--- config.mk ---
export PLATFORM = sky130hd
export DESIGN_NAME = caliptra_ss_axi_wr_txn_capture
export DESIGN_NICKNAME = d
export VERILOG_FILES = /design/src/rtl/caliptra_ss_axi_wr_txn_capture.sv
export SDC_FILE = /design/constraint.sdc
export NUM_CORES = 2
export LEC_CHECK = 0
export CAP_MARGIN = 0
export CORE_UTILIZATION = 45
export CTS_CLUSTER_SIZE = 30
export DETAILED_ROUTE_END_ITERATION = 12
export SETUP_SLACK_MARGIN = 0.4
export SYNTH_ARGS = -nofsm -noshare
export SYNTH_HDL_FRONTEND = slang
export SYNTH_SLANG_ARGS = --single-unit
--- constraint.sdc ---
create_clock -name clk -period 14.19 [get_ports clk]
set_input_delay 1.419 -clock clk [delete_from_list [all_inputs] [get_ports clk]]
set_output_delay 1.419 -clock clk [all_outputs]
set_load 0.03 [all_outputs]
--- src/rtl/caliptra_ss_axi_wr_txn_capture.sv ---
// rtl/caliptra_ss_axi_wr_txn_capture.sv - passive AXI4 write-channel monitor that emits one record per completed write
module caliptra_ss_axi_wr_txn_fifo #(
    parameter int W = 8,
    parameter int D = 4
) (
    input  logic         clk,
    input  logic         rst_n,
    input  logic         push,
    input  logic [W-1:0] push_data,
    input  logic         pop,
    output logic [W-1:0] head,
    output logic         nonempty,
    output logic         dropped
);
    localparam int PW = $clog2(D);

    logic [W-1:0]  mem [D];
    logic [PW-1:0] wr_ptr;
    logic [PW-1:0] rd_ptr;
    logic [PW:0]   count;
    logic          do_push;
    logic          do_pop;

    assign nonempty = (count != '0);
    assign do_pop   = pop && nonempty;
    // a full queue still accepts a push when it is popped in the same cycle
    assign do_push  = push && ((count != (PW+1)'(D)) || do_pop);
    assign dropped  = push && !do_push;
    assign head     = mem[rd_ptr];

    always_ff @(posedge clk or negedge rst_n) begin
        if (!rst_n) begin
            wr_ptr <= '0;
            rd_ptr <= '0;
            count  <= '0;
        end else begin
            if (do_push) wr_ptr <= wr_ptr + PW'(1);
            if (do_pop)  rd_ptr <= rd_ptr + PW'(1);
            count <= count + (PW+1)'(do_push) - (PW+1)'(do_pop);
        end
    end

    always_ff @(posedge clk) begin
        if (do_push) mem[wr_ptr] <= push_data;
    end
endmodule

module caliptra_ss_axi_wr_txn_capture #(
    parameter int ADDR_W    = 32,
    parameter int DATA_W    = 64,
    parameter int ID_W      = 8,
    parameter int Q_DEPTH   = 4,
    parameter int OUT_DEPTH = 8
) (
    input  logic              clk,
    input  logic              rst_n,
    input  logic              aw_valid,
    input  logic              aw_ready,
    input  logic [ADDR_W-1:0] aw_addr,
    input  logic [ID_W-1:0]   aw_id,
    input  logic [7:0]        aw_len,
    input  logic              w_valid,
    input  logic              w_ready,
    input  logic [DATA_W-1:0] w_data,
    input  logic              w_last,
    input  logic              b_valid,
    input  logic              b_ready,
    input  logic [ID_W-1:0]   b_id,
    input  logic [1:0]        b_resp,
    output logic              rec_valid,
    input  logic              rec_ready,
    output logic [ADDR_W-1:0] rec_addr,
    output logic [ID_W-1:0]   rec_id,
    output logic [7:0]        rec_len,
    output logic [8:0]        rec_beats,
    output logic [DATA_W-1:0] rec_csum,
    output logic [1:0]        rec_resp,
    output logic [2:0]        rec_err,
    output logic              overflow,
    output logic [15:0]       drop_cnt
);
    localparam int AQW = ADDR_W + ID_W + 8;
    localparam int WQW = 9 + DATA_W;
    localparam int BQW = AQW + WQW + 1;
    localparam int RW  = AQW + WQW + 2 + 3;

    logic aw_hs, w_hs, wl, b_hs;
    assign aw_hs = aw_valid && aw_ready;
    assign w_hs  = w_valid && w_ready;
    assign wl    = w_hs && w_last;
    assign b_hs  = b_valid && b_ready;

    logic [8:0]        beat_cnt;
    logic [DATA_W-1:0] csum;
    logic [8:0]        closed_beats;
    logic [DATA_W-1:0] closed_csum;
    assign closed_beats = beat_cnt + 9'd1;
    assign closed_csum  = csum ^ w_data;

    always_ff @(posedge clk or negedge rst_n) begin
        if (!rst_n) begin
            beat_cnt <= '0;
            csum     <= '0;
        end else if (w_hs) begin
            if (w_last) begin
                beat_cnt <= '0;
                csum     <= '0;
            end else begin
                beat_cnt <= closed_beats;
                csum     <= closed_csum;
            end
        end
    end

    logic           aw_push, aw_pop, aw_ne, aw_drop;
    logic [AQW-1:0] aw_head;
    logic           wd_push, wd_pop, wd_ne, wd_drop;
    logic [WQW-1:0] wd_head;
    logic           bp_ne, bp_drop;
    logic [BQW-1:0] bp_head, bp_push_data;
    logic           out_ne, out_drop;
    logic [RW-1:0]  out_head, rec_push_data, rec_word;

    // The oldest waiting item on each side wins; a same-cycle arrival only bypasses an empty queue.
    logic           pair;
    logic [AQW-1:0] pair_aw;
    logic [WQW-1:0] pair_w;
    logic           len_mis;
    assign pair    = (aw_ne || aw_hs) && (wd_ne || wl);
    assign pair_aw = aw_ne ? aw_head : {aw_addr, aw_id, aw_len};
    assign pair_w  = wd_ne ? wd_head : {closed_beats, closed_csum};
    assign len_mis = (pair_w[WQW-1 -: 9] != ({1'b0, pair_aw[7:0]} + 9'd1));

    assign aw_push = aw_hs && !(pair && !aw_ne);
    assign aw_pop  = pair && aw_ne;
    assign wd_push = wl && !(pair && !wd_ne);
    assign wd_pop  = pair && wd_ne;
    assign bp_push_data = {pair_aw, pair_w, len_mis};

    caliptra_ss_axi_wr_txn_fifo #(.W(AQW), .D(Q_DEPTH)) u_aw_q (
        .clk(clk), .rst_n(rst_n), .push(aw_push), .push_data({aw_addr, aw_id, aw_len}),
        .pop(aw_pop), .head(aw_head), .nonempty(aw_ne), .dropped(aw_drop)
    );

    caliptra_ss_axi_wr_txn_fifo #(.W(WQW), .D(Q_DEPTH)) u_wd_q (
        .clk(clk), .rst_n(rst_n), .push(wd_push), .push_data({closed_beats, closed_csum}),
        .pop(wd_pop), .head(wd_head), .nonempty(wd_ne), .dropped(wd_drop)
    );

    caliptra_ss_axi_wr_txn_fifo #(.W(BQW), .D(Q_DEPTH)) u_bp_q (
        .clk(clk), .rst_n(rst_n), .push(pair), .push_data(bp_push_data),
        .pop(b_hs), .head(bp_head), .nonempty(bp_ne), .dropped(bp_drop)
    );

    logic [AQW-1:0]  bh_aw;
    logic [WQW-1:0]  bh_w;
    logic [ID_W-1:0] bh_id;
    assign bh_aw = bp_head[BQW-1 -: AQW];
    assign bh_w  = bp_head[WQW:1];
    assign bh_id = bh_aw[ID_W+7:8];

    assign rec_push_data = bp_ne
        ? {bh_aw, bh_w, b_resp, 1'b0, (b_id != bh_id), bp_head[0]}
        : {{ADDR_W{1'b0}}, b_id, 8'd0, {WQW{1'b0}}, b_resp, 3'b100};

    caliptra_ss_axi_wr_txn_fifo #(.W(RW), .D(OUT_DEPTH)) u_out_q (
        .clk(clk), .rst_n(rst_n), .push(b_hs), .push_data(rec_push_data),
        .pop(rec_valid && rec_ready), .head(out_head), .nonempty(out_ne), .dropped(out_drop)
    );

    assign rec_valid = out_ne;
    assign rec_word  = out_ne ? out_head : '0;
    assign {rec_addr, rec_id, rec_len, rec_beats, rec_csum, rec_resp, rec_err} = rec_word;

    logic [2:0]  n_drop;
    logic [16:0] drop_sum;
    assign n_drop   = 3'(aw_drop) + 3'(wd_drop) + 3'(bp_drop) + 3'(out_drop);
    assign drop_sum = {1'b0, drop_cnt} + 17'(n_drop);

    always_ff @(posedge clk or negedge rst_n) begin
        if (!rst_n) begin
            overflow <= 1'b0;
            drop_cnt <= '0;
        end else if (n_drop != 3'd0) begin
            overflow <= 1'b1;
            drop_cnt <= drop_sum[16] ? 16'hFFFF : drop_sum[15:0];
        end
    end
endmodule

==> flow_metrics.env <==
export IMPL_grt_pass1_vias=38600
export IMPL_cp_max_fo=51
export IMPL_async_reset_ff_frac=0.0576
export IMPL_slew_viol_final=0
export IMPL_post_route_period_util=0.480
export IMPL_cts_sinks=2101
export IMPL_clkPwrFrac=0.229
export IMPL_dieHeight_um=428
export IMPL_place_area_um2=87400
export IMPL_yosysWarningCount=0
export IMPL_outcome="complete, no violations"
export IMPL_vdd_drop_max_uv=210
export IMPL_cts_resized=0
export IMPL_wl_per_cell_um=25.8
export IMPL_cap_violations=0
export IMPL_skew_ns=0.0296
export IMPL_synth_nets=4127
export IMPL_p_sw_w=0.00761
export IMPL_grt_max_degree=133
export IMPL_area_growth_pct=14.8
export IMPL_totalWireLength_um=177000
export IMPL_drive_gt1_frac=0.212
export IMPL_finalCriticalPeriod_ns=6.81
export IMPL_cp_end_kind="primary output"
export IMPL_p_int_w=0.0153
export IMPL_cts_buffers_inserted=206
export IMPL_worst_hold_slack_ns=0.472
export IMPL_nNetsFinal=4475
export IMPL_dr_total_vias=37800
export IMPL_ys_flop_type="edfxtp_1"
export IMPL_antenna_found_initial=27
export IMPL_chipWidth_um=428
export IMPL_fin_area_um2=93900
export IMPL_cp_data_required_time_ns=12.77
export IMPL_cts_tree="built"
export IMPL_via_per_inst=5.51
export IMPL_yosys_area_top_type="edfxtp_1"
export IMPL_syn_inst=3956
export IMPL_synth_top_area_frac=0.727
export IMPL_power_density_nw_per_um2=244
export IMPL_slew_headroom=0.235
export IMPL_synth_area_leaders="edfxtp_1, mux4_2, dfrtp_1, mux2i_1, xnor2_1"
export IMPL_drtIter0Drc=2794
export IMPL_setup_viol=0
export IMPL_critPathLaunchType="flop"
export IMPL_htree_num_levels=4
export IMPL_yosys_top_cells_count="edfxtp_1, mux4_2, nand2_1, nor2_1, o21ai_0"
export IMPL_hp_class="reg2reg"
export IMPL_synth_avg_cell_area_um2=20.7
export IMPL_start_util=0.453
export IMPL_synth_edf_count=1980
export IMPL_pwr_share_comb=0.341
export IMPL_rows=156
export IMPL_grt_pass1_wl_um=260000
export IMPL_grt_usage=0.193
export IMPL_multi_input_area_um2=18300
export IMPL_p_seq_frac=0.429
export IMPL_core_um2=181000
export IMPL_area_sequential_um2=62500
export IMPL_clock_latency_ns=0.84
export IMPL_crit_type="reg2out"
export IMPL_firstDrtPassIters=7
export IMPL_tns_ns=0
export IMPL_grt_setup_unrepaired="false"
export IMPL_cts_post_setup_buffers_inserted=0
export IMPL_dp_cells=6466
export IMPL_fmax_mhz=147
export IMPL_route_detailed_drc=0
export IMPL_portBuffers=275
export IMPL_cts_hold_buf=0
export IMPL_sw_frac_of_total=0.332
export IMPL_stdcell_count=6855
export IMPL_ios=276
export IMPL_finalWeightedCongestion=0.750
export IMPL_hold_viol=0
export IMPL_antenna_left=0
export IMPL_grt_ovfl_total=0
export IMPL_fillers=14200
export IMPL_path_clk_slew_ns=0.06
export IMPL_ys_seq_elements=2101
export IMPL_yosysSeqAreaShare=0.764
export IMPL_die_area_um2=184000
export IMPL_yosysMostFrequentCell="edfxtp_1"
export IMPL_cts_path_max_buffers=3
export IMPL_fin_util=0.520
export IMPL_ys_types=51
export IMPL_place_hpwl_um=102000
export IMPL_syn_cell_area_um2=81800
export IMPL_root_buffer="clkbuf_16"
export IMPL_tightest_slew_ns=1.14
export IMPL_crit_arrival_ns=5.39
export IMPL_p_leak_nw=30.9
[sequential cells by signal, indices dropped and copies added, names as in the netlist, 4 cells and up]
register       cells
beat_cnt           9
csum              64
drop_cnt          16
u_aw_q.mem       192
u_bp_q.mem       488
u_out_q.count      4
u_out_q.mem     1008
u_wd_q.mem       292
[power by group through the flow]
| stage | Clock, W | Combinational, W | Sequential, W |
|---|---|---|---|
| finish | 0.00525 | 0.00782 | 0.00983 |
| global route | 0.00560 | 0.00838 | 0.00996 |
| CTS | 0.00537 | 0.00795 | 0.00986 |
| detailed placement | 0 | 0.00794 | 0.00998 |
| global placement | 0 | 0.00783 | 0.00992 |
| floorplan | 0 | 0.00512 | 0.00978 |
[layer usage]
layer | vias to the layer above | share of wire | GRT usage
met4 | 4 | 0.018 | 0.0472
met5 | - | 0.00015 | 0
met3 | 240 | 0.053 | 0.0361
li1 | 16500 | - | -
met1 | 20100 | 0.46 | 0.288
met2 | 909 | 0.47 | 0.295
[placed cells by master (no fill, tap or decap), types with 11 or more instances in the layout]
cell,n
clkbuf_1,49
nor2_1,148
xnor2_1,92
nor3_1,11
dfrtp_1,112
mux4_2,495
clkinv_1,35
diode_2,13
edfxtp_1,1980
nand3_1,17
ha_1,33
clkbuf_8,11
buf_4,54
mux2i_1,134
xor2_1,24
nand2_1,178
clkinv_2,41
o21ai_0,147
bufinv_16,12
clkbuf_16,210
and2_4,13
mux2_2,58
inv_1,107
clkdlybuf4s50_1,274
nor2b_1,114
[critical path, stage by stage (launching register included)]
cell             delay [ns]
dfrtp_4                0.83
buf_4                  0.80
buf_4                  0.89
mux4_2                 0.61
mux2i_1                0.47
nor2_1                 0.10
clkdlybuf4s50_1        0.62
[area by class of cell]
class                      count  area share
inverter                     108     0.00432
sequential                  2101       0.666
clock inverter               106     0.00971
antenna                       13    0.000346
tap                         2370      0.0316
clock buffer                 270      0.0595
timing repair buffer         333      0.0345
multi-input combinational   1554       0.194
[stage by stage]
step	setup WS, ns	total power [W]
CTS	7.17	0.0232
floorplan	2.78	0.0149
global route	6.91	0.0239
global placement	8.08	0.0178
detailed placement	8.10	0.0179
finish	7.38	0.0229
[cells by family after synthesis]
group / Yosys count / share of synthesized area
AO/OA/AOI/OAI: 181 / 0.0121
adder cells (fa/ha/maj): 39 / 0.00651
flip-flops: 2101 / 0.764
buffers and inverters: 301 / 0.0144
AND/OR/NAND/NOR: 531 / 0.0302
XOR/XNOR: 116 / 0.0124
multiplexers: 687 / 0.161
[worst paths after layout]
kind	startpoint	to	slack, ns	cells past startpoint
max in group asynchronous	rst_n	u_wd_q.rd_ptr[0]	12.17	2
hold / removal	u_aw_q.rd_ptr[1]	u_aw_q.rd_ptr[1]	0.47	1
setup reg to reg	u_aw_q.rd_ptr[0]	u_bp_q.mem[3][0]	9.59	11
hold reg to reg	u_aw_q.rd_ptr[1]	u_aw_q.rd_ptr[1]	0.47	1
min in group asynchronous	rst_n	csum[25]	0.67	1
setup / recovery	u_out_q.rd_ptr[0]	rec_len[5]	7.38	6
(Power assumes the default switching activity.)
